===== config.mk =====
export PLATFORM = sky130hd
export DESIGN_NAME = pipe_ctrl
export DESIGN_NICKNAME = d
export VERILOG_FILES = /design/src/rtl/pipe_ctrl.sv
export SDC_FILE = /design/constraint.sdc
export NUM_CORES = 1
export LEC_CHECK = 0
export BUFFER_PORTS_ARGS = -buffer_cell sky130_fd_sc_hd__buf_2
export CORE_UTILIZATION = 50
export DETAILED_ROUTE_END_ITERATION = 10
export GPL_TIMING_DRIVEN = 0
export PLACE_DENSITY = 0.89
export SKIP_CTS_REPAIR_TIMING = 1
export SYNTH_ARGS = -nofsm -noshare
export SYNTH_HDL_FRONTEND = slang
export SYNTH_SLANG_ARGS = --single-unit

===== constraint.sdc =====
create_clock -name clk -period 3 [get_ports clk]
set_input_delay 0.3 -clock clk [delete_from_list [all_inputs] [get_ports clk]]
set_output_delay 0.3 -clock clk [all_outputs]
set_load 0.01 [all_outputs]

===== src/rtl/pipe_ctrl.sv =====
// Pipeline sequencer for the 5-stage core: stage enables, EX bubble, ID flush,
// load-use / memory-wait stalls and debug halt with a fixed drain window.
module pipe_ctrl #(
  parameter int CNT_W = 16,
  parameter int DRAIN = 3
) (
  input  logic             clk,
  input  logic             rst,
  input  logic             id_valid,
  input  logic [4:0]       id_rs1,
  input  logic [4:0]       id_rs2,
  input  logic             id_uses_rs1,
  input  logic             id_uses_rs2,
  input  logic             ex_load,
  input  logic [4:0]       ex_rd,
  input  logic             taken,
  input  logic             mem_req,
  input  logic             mem_ready,
  input  logic             halt_req,
  output logic             en_if,
  output logic             en_id,
  output logic             en_ex,
  output logic             en_mem,
  output logic             en_wb,
  output logic             bubble_ex,
  output logic             flush_id,
  output logic             halted,
  output logic [CNT_W-1:0] stall_count
);

  localparam int DC_W = (DRAIN < 2) ? 1 : $clog2(DRAIN + 1);
  localparam logic [DC_W-1:0] DRAIN_LD = DC_W'(DRAIN - 1);

  typedef enum logic [1:0] {
    S_RUN     = 2'd0,
    S_LDSTALL = 2'd1,
    S_MWAIT   = 2'd2,
    S_HALT    = 2'd3
  } state_t;

  state_t            state_q, state_d;
  logic [DC_W-1:0]   drain_q, drain_d;
  logic [CNT_W-1:0]  stall_q, stall_d;

  logic hz, mw;
  logic en_if_c, en_id_c, en_back_c, bubble_c, halted_c;

  assign hz = id_valid & ex_load & (ex_rd != 5'd0) &
              ((id_uses_rs1 & (id_rs1 == ex_rd)) | (id_uses_rs2 & (id_rs2 == ex_rd)));
  assign mw = mem_req & ~mem_ready;

  // MWAIT behaves exactly like RUN: it holds only while mw stays asserted.
  always_comb begin
    state_d   = state_q;
    drain_d   = drain_q;
    en_if_c   = 1'b0;
    en_id_c   = 1'b0;
    en_back_c = 1'b0;
    bubble_c  = 1'b0;
    halted_c  = 1'b0;
    if (state_q == S_HALT) begin
      bubble_c = 1'b1;
      if (drain_q != '0) begin
        en_back_c = 1'b1;
        drain_d   = drain_q - 1'b1;
      end else begin
        halted_c = 1'b1;
      end
      if (!halt_req) begin
        state_d = S_RUN;
        drain_d = '0;
      end
    end else if (mw) begin
      state_d = S_MWAIT;
    end else if (hz && state_q != S_LDSTALL) begin
      en_back_c = 1'b1;
      bubble_c  = 1'b1;
      state_d   = S_LDSTALL;
    end else if (halt_req) begin
      en_back_c = 1'b1;
      bubble_c  = 1'b1;
      drain_d   = DRAIN_LD;
      state_d   = S_HALT;
    end else begin
      en_if_c   = 1'b1;
      en_id_c   = 1'b1;
      en_back_c = 1'b1;
      state_d   = S_RUN;
    end
  end

  always_comb begin
    stall_d = stall_q;
    if (!en_id_c && state_q != S_HALT && stall_q != '1) begin
      stall_d = stall_q + 1'b1;
    end
  end

  always_ff @(posedge clk or posedge rst) begin
    if (rst) begin
      state_q <= S_RUN;
      drain_q <= '0;
      stall_q <= '0;
    end else begin
      state_q <= state_d;
      drain_q <= drain_d;
      stall_q <= stall_d;
    end
  end

  // Outputs are combinational, so reset must force them directly.
  assign en_if       = en_if_c & ~rst;
  assign en_id       = en_id_c & ~rst;
  assign en_ex       = en_back_c & ~rst;
  assign en_mem      = en_back_c & ~rst;
  assign en_wb       = en_back_c & ~rst;
  assign bubble_ex   = bubble_c | rst;
  assign flush_id    = taken & en_id_c & ~rst;
  assign halted      = halted_c & ~rst;
  assign stall_count = stall_q;

endmodule


==> results.md, run 1 <==
- Hold slack final: approximately 0.15 ns
- Max Fanout on Critical Path: 10
- Total of warnings raised by yosys: 0
- Post-synthesis average cell area: between 10 and 15 um^2
- Run status: completed
- Post-synthesis cell count: about 130
- Antenna violations before repair: 0
- Total routed wirelength: around 3000 um
- Part of the Yosys area used for sequential elements: ~39%
- Number of clock buffers inserted by TritonCTS: 3
- Routed len/inst: approximately 15 um
- Normalized max-slew margin: between 40% and 50%
- Utilization after layout: 69.19%
- Maximum buffer depth of the clock tree: 2
- Number of global-route vias before repair: approximately 1200
- Flip-flop and latch count after synthesis: 20
- Remaining Overflow, GRT: 0
- Count of antenna-violating nets left after detailed routing: 0
- Final clock skew: 0.009667 ns
- Number of sinks driven by the clock tree: 20
- Total global-route track usage: approximately 26%
- RD Place Congestion: 0.8188
- Layout cells sized above 1: a little under two fifths
- Number of enable-type register cells in the synthesized netlist: 0
- Setup repair after global routing missed its margin: no
- Power density relative to cell area: around 650 nW/um^2
- Placeable core area: ~2300 um^2
- Maximum number of pins on one net before global-route repair: 22
- Clk Latency, worst-skew pair: 0.31 ns
- Clock transition at the registers of the reported paths: roughly 0.12 ns
- Setup-violating endpoint count in the final report: 0
- Startpoint-to-endpoint class of the critical path: reg -> out
- Setup total negative slack: 0 ns
- HPWL Detailed: 2366 um
- Number of violations of the max-capacitance limit: 0
- Wire length of the first global-routing pass: around 5200 um
- Die width: about 53 um
- Total of buffers placed on input and output ports: 48
- Fin nets: 206
- Max-slew violations: 0
- Final count of hold timing violations: 0
- Number of unique standard cell types used by synthesis: 35
- Cell area after technology mapping: about 1300 um^2
- Area added between synthesis and finish: 25.69%
- VDD IR-drop max: between 0.0007 and 0.0008 V
- Time the final worst path needs with I/O delays and setup: between 2 and 2.5 ns
- Starting DRC count in detailed routing: 26
- First-pass DRT Iterations: 4
- Via total after detailed routing: between 1000 and 1500
- Die area: roughly 2800 um^2
- Kind of end point of the critical path: output port
- Period utilization: around four fifths
- Height of the die: around 53 um
- Post-Synthesis Net Count: roughly 150
- Library cell used as clock root buffer: clkbuf_4
- Number of cell rows: 17
- HP Class: in -> async
- Worst-margin pin slew: 0.7785 ns
- Startpoint class of the critical path: flop
- Total inserted antenna cells: 0
- Leakage: slightly below 0.8 nW
- Num ports: between 40 and 50
- Synth async-reset ratio: between 90% and 100%
- Vias per inst: between 5 and 6
- TritonCTS clock tree: yes
- Worst path required time: around 2.7 ns
- Fmax: between 400 and 500 MHz
- Worst endpoint data arrival time: 2.15 ns
- Fill cell total of the finished layout: 181
- Worst R2R Setup Slack: between 1 and 1.5 ns
- Initial standard-cell utilization of the core: 55.05%
- Most used DFF post-synth: dfrtp_1
- # DRC: 0
- Level count of the clock H-tree: 1
[worst paths after layout]
path / start / endpoint / cells past startpoint
setup reg to reg: stall_count[0] / stall_count[1] / 5
max in group asynchronous: rst / stall_count[3] / 2
setup / recovery: state_q[1] / en_if / 7
hold reg to reg: stall_count[8] / stall_count[8] / 1
hold / removal: rst / drain_q[1] / 2
min in group clk: halt_req / state_q[1] / 2
[metrics by stage]
step | area, um^2 | total power (W) | worst slack [ns] | std cells
final | 1604 | 0.001049 | 0.5455 | 206
after global routing | 1604 | 0.001119 | 0.4299 | 206
after floorplan | 1276 | 0.0006808 | 1.126 | 126
after detailed placement | 1551 | 0.0008352 | 0.7787 | 202
after CTS | 1604 | 0.001060 | 0.5320 | 206
after global placement | 1551 | 0.0008094 | 0.8530 | 202
[synth_stat cells, types with 2 or more instances]
| cell type | n | area [um^2] |
|---|---|---|
| a21o_1 | 2 | 15.01 |
| a21oi_1 | 6 | 30.03 |
| and2_1 | 4 | 25.02 |
| and3_1 | 2 | 12.51 |
| buf_4 | 3 | 22.52 |
| dfrtp_1 | 20 | 500.5 |
| ha_1 | 2 | 25.02 |
| inv_1 | 6 | 22.52 |
| nand2_1 | 9 | 33.78 |
| nand3_1 | 5 | 25.02 |
| nand4_1 | 5 | 31.28 |
| nor2_1 | 5 | 18.77 |
| nor3_1 | 8 | 40.04 |
| nor3_2 | 2 | 20.02 |
| nor4_1 | 4 | 25.02 |
| xnor2_1 | 11 | 96.34 |
| xor2_1 | 14 | 122.6 |
[registers in the layout, indices dropped and copies added (netlist names)]
name	flops
drain_q	2
state_q	2
stall_count	16
[where the power goes]
group          leakage (nW)  switching (W)  internal, W
Combinational         0.511       0.000201     0.000172
Sequential            0.229       0.000105     0.000349
Clock                0.0279      0.0000867     0.000135
Total                 0.768       0.000393     0.000656
[cell usage in the layout (no fill, tap or decap), types with 2 or more instances in the layout]
| cell | synthesis | final |
|---|---|---|
| nand2_1 | 9 | 9 |
| nand3_1 | 5 | 5 |
| and3_1 | 2 | 2 |
| nor4_1 | 4 | 4 |
| nand4_1 | 5 | 5 |
| and2_1 | 4 | 4 |
| clkbuf_4 | 0 | 3 |
| a21o_1 | 2 | 2 |
| inv_1 | 6 | 6 |
| nor3_1 | 8 | 8 |
| dfrtp_1 | 20 | 20 |
| xnor2_1 | 11 | 11 |
| nor2_1 | 5 | 5 |
| ha_1 | 2 | 2 |
| a21oi_1 | 6 | 6 |
| xor2_1 | 14 | 14 |
| buf_2 | 0 | 48 |
| buf_4 | 3 | 3 |
| nor3_2 | 2 | 2 |
[critical path: stages (launching register included)]
cell	delay, ns
dfrtp_1	0.41
o211ai_1	0.18
a21oi_1	0.12
a211oi_4	0.54
buf_6	0.22
and2_1	0.16
buf_4	0.11
buf_2	0.11
[routing by layer]
metal  up-vias  track usage, %  wire length, um
li1        545               -                -
met1       556           30.22             1205
met2        40           44.94             1623
met3         6           7.536              152
met4         0           8.772               34
met5         -               0                0
[cell type report]
| type | count | area [um^2] | share of cell area, % |
|---|---|---|---|
| Clock buffer | 3 | 22.52 | 1.404 |
| Buffer | 4 | 33.78 | 2.106 |
| Inverter | 6 | 22.52 | 1.404 |
| Tap cell | 28 | 35.03 | 2.184 |
| Timing Repair Buffer | 48 | 240.2 | 14.98 |
| Multi-Input combinational cell | 96 | 719.4 | 44.85 |
| Clock inverter | 1 | 30.03 | 1.872 |
| Sequential cell | 20 | 500.5 | 31.20 |
[cells by family (layout without fill, tap and decap cells)]
kind of cell	count (synthesis)	count (layout)	synth area share [%]
mux	1	1	0.8823
simple gates	54	54	26.57
buf+inv	10	62	4.411
xor+xnor	25	25	17.16
compound gates	14	14	9.804
fa+ha+maj	2	2	1.960
flops	20	20	39.22
Note: power is estimated with default switching activity, not from simulation.
==> run 2, diff against run 1 <==
--- a/config.mk
+++ b/config.mk
@@ -6,10 +6,10 @@
 export NUM_CORES = 1
 export LEC_CHECK = 0
 export BUFFER_PORTS_ARGS = -buffer_cell sky130_fd_sc_hd__buf_2
-export CORE_UTILIZATION = 50
+export CORE_UTILIZATION = 43
 export DETAILED_ROUTE_END_ITERATION = 10
 export GPL_TIMING_DRIVEN = 0
-export PLACE_DENSITY = 0.89
+export PLACE_DENSITY = 0.82
 export SKIP_CTS_REPAIR_TIMING = 1
 export SYNTH_ARGS = -nofsm -noshare
 export SYNTH_HDL_FRONTEND = slang
==> constraint.sdc (replaced) <==
create_clock -name clk -period 2.15 [get_ports clk]
set_input_delay 0.215 -clock clk [delete_from_list [all_inputs] [get_ports clk]]
set_output_delay 0.215 -clock clk [all_outputs]
set_load 0.01 [all_outputs]
==> run 2 against run 1 <==
- sequential share of layout area is 0.41 points lower
- combinational power is 41% higher
- routed wire length increased by 1.6%
- clock-buffer cell count up 1
- setup slack got worse by 0.47 ns
- sequential cell count unchanged
- utilization is 11 points lower
- first-iteration DRC count up 100%
- via count up 1.9%
- power grew 31%
- worst hold slack lost 0.098 ns
- critical endpoint unchanged
- largest cell class unchanged
==> results.md, run 2 (synthesis gave the netlist of run 1 again) <==
- Utilization after layout: between 50 and 60%
- RD Place Congestion: between 0.8 and 0.9
- Multi-input gate area in the final layout: 723.2 um^2
- Startpoint class of the critical path: flop
- HPWL Detailed: between 2000 and 2500 um
- Maximum number of pins on one net before global-route repair: 22
- Setup total negative slack: 0 ns
- Library cell used as clock root buffer: clkbuf_4
- Area added between synthesis and finish: 27.35%
- Sequential cell area in the final layout: roughly 500 um^2
- Run status: completed
- Worst Slack Setup Final: about 0.076 ns
- Total routed wirelength: just over 3000 um
- Total inserted antenna cells: 0
- Worst path required time: between 1.5 and 2 ns
- Wire length of the first global-routing pass: 5030 um
- Routed len/inst: 14.38 um
- Number of violations of the max-capacitance limit: 0
- Maximum buffer depth of the clock tree: 2
- First-pass DRT Iterations: 4
- Initial standard-cell utilization of the core: between 40% and 50%
- Commonest non-fill, non-tap cell in the layout: buf_2
- Number of clock buffers inserted by TritonCTS: 3
- Total of buffers placed on input and output ports: between 40 and 50
- Fin nets: 210
- Worst-margin pin slew: 0.7521 ns
- Leakage: about 0.8 nW
- Normalized max-slew margin: approximately half
- Worst-case setup slack after placement: 0.1390 ns
- Starting DRC count in detailed routing: 52
- Number of cell rows: 19
- Fmax: roughly 480 MHz
- Number of global-route vias before repair: approximately 1200
- Setup-violating endpoint count in the final report: 0
- TritonCTS clock tree: yes
- Max Fanout on Critical Path: 5
- Number of flip-flops in the largest register: 16
- Die area: around 3200 um^2
- Antenna violations before repair: 0
- Layout cells sized above 1: between 30% and 40%
- Setup repair after global routing missed its margin: no
- Hold slack final: about 0.047 ns
- Die width: 56.48 um
- Vias per inst: 5.488
- Power density relative to cell area: approximately 850 nW/um^2
- Level count of the clock H-tree: 1
- HP Class: in -> async
- Num ports: 49
- Number of sinks driven by the clock tree: 20
- Placeable core area: between 2000 and 3000 um^2
- Height of the die: approximately 56 um
- Worst endpoint data arrival time: 1.86 ns
- Max-slew violations: 0
- Via total after detailed routing: about 1200
- VDD IR-drop max: about 0.00065 V
- Final count of hold timing violations: 0
- Count of antenna-violating nets left after detailed routing: 0
- Clock transition at the registers of the reported paths: approximately 0.11 ns
- Period utilization: a little over nine tenths
- Final clock skew: 0.001227 ns
- Total global-route track usage: 20.37%
- Most used cells in the layout excluding fill and tap cells: 48 x buf_2, 20 x dfrtp_1, 14 x xor2_1
- Startpoint-to-endpoint class of the critical path: reg -> out
- Time the final worst path needs with I/O delays and setup: about 2.1 ns
- # DRC: 0
- Kind of end point of the critical path: output port
- Remaining Overflow, GRT: 0
- Fill cell total of the finished layout: between 200 and 250
- Clk Latency, worst-skew pair: ~0.31 ns
run 2: layout make-up:
class                   instances  area share (%)
clock buffers                   4           2.232
well taps                      31           2.386
repair buffers                 52           16.63
multi-input cells              96           44.50
plain buffers                   4           2.079
flip-flops and latches         20           30.79
inverters                       6           1.386
run 2: worst paths after layout:
path / startpoint / end / slack, ns / cells after the start
worst max-delay path: state_q[1] / en_if / 0.08 / 7
worst min-delay path: rst / state_q[1] / 0.05 / 2
worst max register to register: stall_count[0] / stall_count[1] / 0.21 / 5
worst min register to register: stall_count[8] / stall_count[8] / 0.50 / 1
max in group asynchronous: rst / stall_count[13] / 1.63 / 2
min in group clk: halt_req / state_q[1] / 0.22 / 2
run 2: metal layers:
metal,global-route usage (%),vias to the layer above,part of all wire (%)
li1,-,549,-
met1,24.93,569,39
met2,34.45,45,52
met3,5.760,6,6.4
met4,6.620,0,2.0
met5,0,-,0
run 2: per-stage QoR:
step	area (um^2)	power [W]	std cells
after floorplan	1276	0.0009500	126
after global placement	1555	0.001129	205
after detailed placement	1555	0.001158	205
after CTS	1592	0.001376	209
after global routing	1625	0.001467	213
final	1625	0.001378	213
run 2: critical path, stage by stage, from the launching register on:
cell and delay (ns):
dfrtp_1 0.40, o211ai_1 0.22, a21oi_2 0.08, a211oi_4 0.32, buf_6 0.17, and2_1 0.14
buf_4 0.10, buf_2 0.11
run 2: power by group:
part | leakage [nW] | internal [W] | switching (W) | total [W]
sequential | 0.229 | 0.000487 | 0.000144 | 0.000631
clock | 0.0210 | 0.000104 | 0.000117 | 0.000221
combinational | 0.531 | 0.000246 | 0.000280 | 0.000527
total | 0.781 | 0.000837 | 0.000542 | 0.00138
==> run 3, diff against run 2 <==
--- a/config.mk
+++ b/config.mk
@@ -5,11 +5,12 @@
 export SDC_FILE = /design/constraint.sdc
 export NUM_CORES = 1
 export LEC_CHECK = 0
+export ABC_AREA = 1
 export BUFFER_PORTS_ARGS = -buffer_cell sky130_fd_sc_hd__buf_2
-export CORE_UTILIZATION = 43
+export CORE_UTILIZATION = 46
 export DETAILED_ROUTE_END_ITERATION = 10
 export GPL_TIMING_DRIVEN = 0
-export PLACE_DENSITY = 0.82
+export PLACE_DENSITY = 0.84
 export SKIP_CTS_REPAIR_TIMING = 1
 export SYNTH_ARGS = -nofsm -noshare
 export SYNTH_HDL_FRONTEND = slang
==> run 3 against run 2 <==
- global-route usage up 0.69 points
- die area rose by 11%
- first-iteration DRC count is 48% higher
- worst hold slack worse by 0.017 ns
- power down 17%
- sequential share of layout area down 4.0 points
- sequential power down 23%
- sequential cell count unchanged
- via count increased by 44%
- critical endpoint unchanged
- largest power group unchanged
==> results.md, run 3 <==
- Number of flip-flops in the largest register: 16
- Total of warnings raised by yosys: 0
- Worst path required time: roughly 1.9 ns
- Critical Path Source: state_q[1]
- Maximum buffer depth of the clock tree: 2
- Synth top cells by count: 80 x nand2_1, 35 x inv_1, 24 x nor2_1
- Normalized max-slew margin: about half
- Utilization after layout: between 60% and 70%
- Number of violations of the max-capacitance limit: 0
- HP Class: in -> async
- Num ports: between 40 and 50
- Fin nets: 323
- Routed len/inst: roughly 10 um
- Capturing point of the worst reg2reg path: stall_count[13]
- Max Fanout on Critical Path: 10
- Cell area after technology mapping: roughly 1500 um^2
- Met2 Use GR: 37.08%
- # DRC: 0
- Kind of end point of the critical path: output port
- Vias per inst: roughly 4.9
- VDD IR-drop max: between 0.0006 and 0.0007 V
- Startpoint-to-endpoint class of the critical path: reg -> out
- Fill cell total of the finished layout: around 320
- HPWL Detailed: 2759 um
- Final clock skew: roughly 0.015 ns
- Remaining Overflow, GRT: 0
- Number of unique standard cell types used by synthesis: 22
- Total routed wirelength: 3514 um
- Cells along the critical path: inv_1 -> nand2_1 -> nand4_1 -> inv_2 -> nand2_1 -> nand3_2 -> buf_6 -> buf_6 -> nor2_1 -> buf_4 -> buf_2
- Proportion of netlist area held by the largest area contributor: approximately a third
- Cell type of the slowest stage on the worst timing path: dfrtp_1
- Setup-violating endpoint count in the final report: 0
- Area added between synthesis and finish: 22.84%
- Power density relative to cell area: 610.0 nW/um^2
- Top post-synthesis cells by area: dfrtp_1 33%, nand2_1 20%, inv_1 8.6%
- Worst-margin pin slew: approximately 0.74 ns
- Most used cells in the layout excluding fill and tap cells: 80 x nand2_1, 51 x buf_2, 35 x inv_1
- Top-count cell post-synth: nand2_1
- GRT busiest layer: met2
- Worst R2R Setup Slack: ~0.38 ns
- CP Capture Point: en_if
- Run status: completed
- Layout cells sized above 1: 23.39%
- Fmax: around 500 MHz
- Final count of hold timing violations: 0
- Number of sinks driven by the clock tree: 20
- Total of buffers placed on input and output ports: 48
- Max-slew violations: 0
- Worst endpoint data arrival time: 1.80 ns
- Time the final worst path needs with I/O delays and setup: roughly 2.0 ns
- Sequential cell area in the final layout: roughly 500 um^2
- Dominant delay contributor by cell family on the critical path: buffers and inverters
- Starting DRC count in detailed routing: 77
- Met3 Track Usage GR: about 4.4%
- Delay of the slowest cell on the worst path: about 0.40 ns
- Combined buffer and inverter count along the critical path: 6
- Maximum number of pins on one net before global-route repair: 21
- Startpoint class of the critical path: flop
- Count of antenna-violating nets left after detailed routing: 0
- Initial standard-cell utilization of the core: 49.07%
- Total inserted antenna cells: 0
- Flip-flop and latch count after synthesis: 20
- Period utilization: 93.53%
- TritonCTS clock tree: yes
- Number of clock buffers inserted by TritonCTS: 3
- Total global-route track usage: a little over a fifth
- Most used DFF post-synth: dfrtp_1
- Non-Filler Instances: between 300 and 400
- Number of enable-type register cells in the synthesized netlist: 0
- Leakage: around 1.1 nW
- Wire length of the first global-routing pass: 5802 um
- Met1 Resource Use GR: 27.16%
- Synth async-reset ratio: between 90% and 100%
- Height of the die: between 50 and 60 um
- Multi-input gate area in the final layout: 797.0 um^2
- Number of cell rows: 20
- Total placed cells including tap cells: about 340
- Count of cell instances traversed by the critical path: 11
- Die area: ~3500 um^2
- Setup total negative slack: 0 ns
- Post-synthesis average cell area: approximately 6.3 um^2
- Largest area contributor in the synthesized netlist: dfrtp_1
- Via total after detailed routing: between 1500 and 2000
- Post-synthesis cell count: 243
- First-pass DRT Iterations: 6
- Post-Synthesis Net Count: between 200 and 300
- Placeable core area: between 3000 and 4000 um^2
- Clock transition at the registers of the reported paths: 0.13 ns
- Level count of the clock H-tree: 1
- RD Place Congestion: ~0.86
- Clk Latency, worst-skew pair: 0.32 ns
- Die width: a little under 60 um
- FF-to-FF path depth: 10
- Commonest non-fill, non-tap cell in the layout: nand2_1
- Library cell used as clock root buffer: clkbuf_4
- Antenna violations before repair: 0
- Number of global-route vias before repair: 1450
- Hold slack final: between 0.03 and 0.04 ns
- Part of the Yosys area used for sequential elements: 32.87%
- Launching point of the worst reg2reg path: stall_count[0]
- Setup repair after global routing missed its margin: no
run 3: cell types whose count changed after synthesis, moves of 4 or more:
cell,before,now
nand3_1,5,19
nand2_1,9,80
xor2_1,14,3
nor4_1,4,0
nor2_1,5,24
inv_2,0,6
and2_1,4,0
inv_1,6,35
xnor2_1,11,1
nand4_1,5,19
run 3: logic make-up (layout without fill, tap and decap cells):
logic type | Yosys count | count (layout) | synth area share [%]
AO/OA/AOI/OAI | 9 | 9 | 2.958
XOR/XNOR | 4 | 4 | 2.301
adder cells (fa/ha/maj) | 2 | 2 | 1.643
buffers and inverters | 52 | 104 | 14.79
flip-flops | 20 | 20 | 32.87
AND/OR/NAND/NOR | 156 | 156 | 45.44
run 3: cell type report:
class / instances / share of cell area (%)
buffer: 10 / 3.612
clock buffer: 3 / 1.204
inverter: 42 / 8.428
clock inverter: 1 / 1.605
sequential: 20 / 26.76
timing repair buffer: 48 / 12.84
multi-input combinational: 171 / 42.61
tap: 44 / 2.943
run 3: metrics by stage:
step                      power (W)  area, um^2  setup slack (ns)
after floorplan           0.0007065        1523            0.5678
after global placement    0.0008262        1818            0.4428
after detailed placement  0.0008380        1818            0.3914
after CTS                  0.001149        1871            0.1369
after global routing       0.001214        1871           0.04888
final                      0.001141        1871            0.1391
run 3: worst register-to-register path: stages, from the launching register on:
cell and delay, ns:
dfrtp_1 0.45, ha_1 0.25, nand2_1 0.12, nor3_2 0.06, nand4_1 0.09, buf_2 0.23, nand2_1 0.10, nor2_1 0.14
nand3_1 0.09, nand2_1 0.08, nand2_1 0.05
run 3: worst min-delay path by stage:
stage,start,endpoint
6_report,rst,state_q[0]
5_1_grt,rst,state_q[0]
4_1_cts,rst,state_q[0]
3_5_place_dp,rst,state_q[0]
3_3_place_gp,rst,drain_q[1]
2_1_floorplan,rst,drain_q[0]
run 3: power by group:
group | internal, W | leakage (nW) | switching [W] | total [W]
Sequential | 0.000429 | 0.264 | 0.0000580 | 0.000487
Clock | 0.000189 | 0.0279 | 0.000126 | 0.000315
Combinational | 0.000139 | 0.775 | 0.000201 | 0.000339
run 3: per-layer routing:
metal,vias to the layer above,wire [um]
li1,876,-
met1,750,1716
met2,48,1622
met3,4,156
met4,0,20
met5,-,0
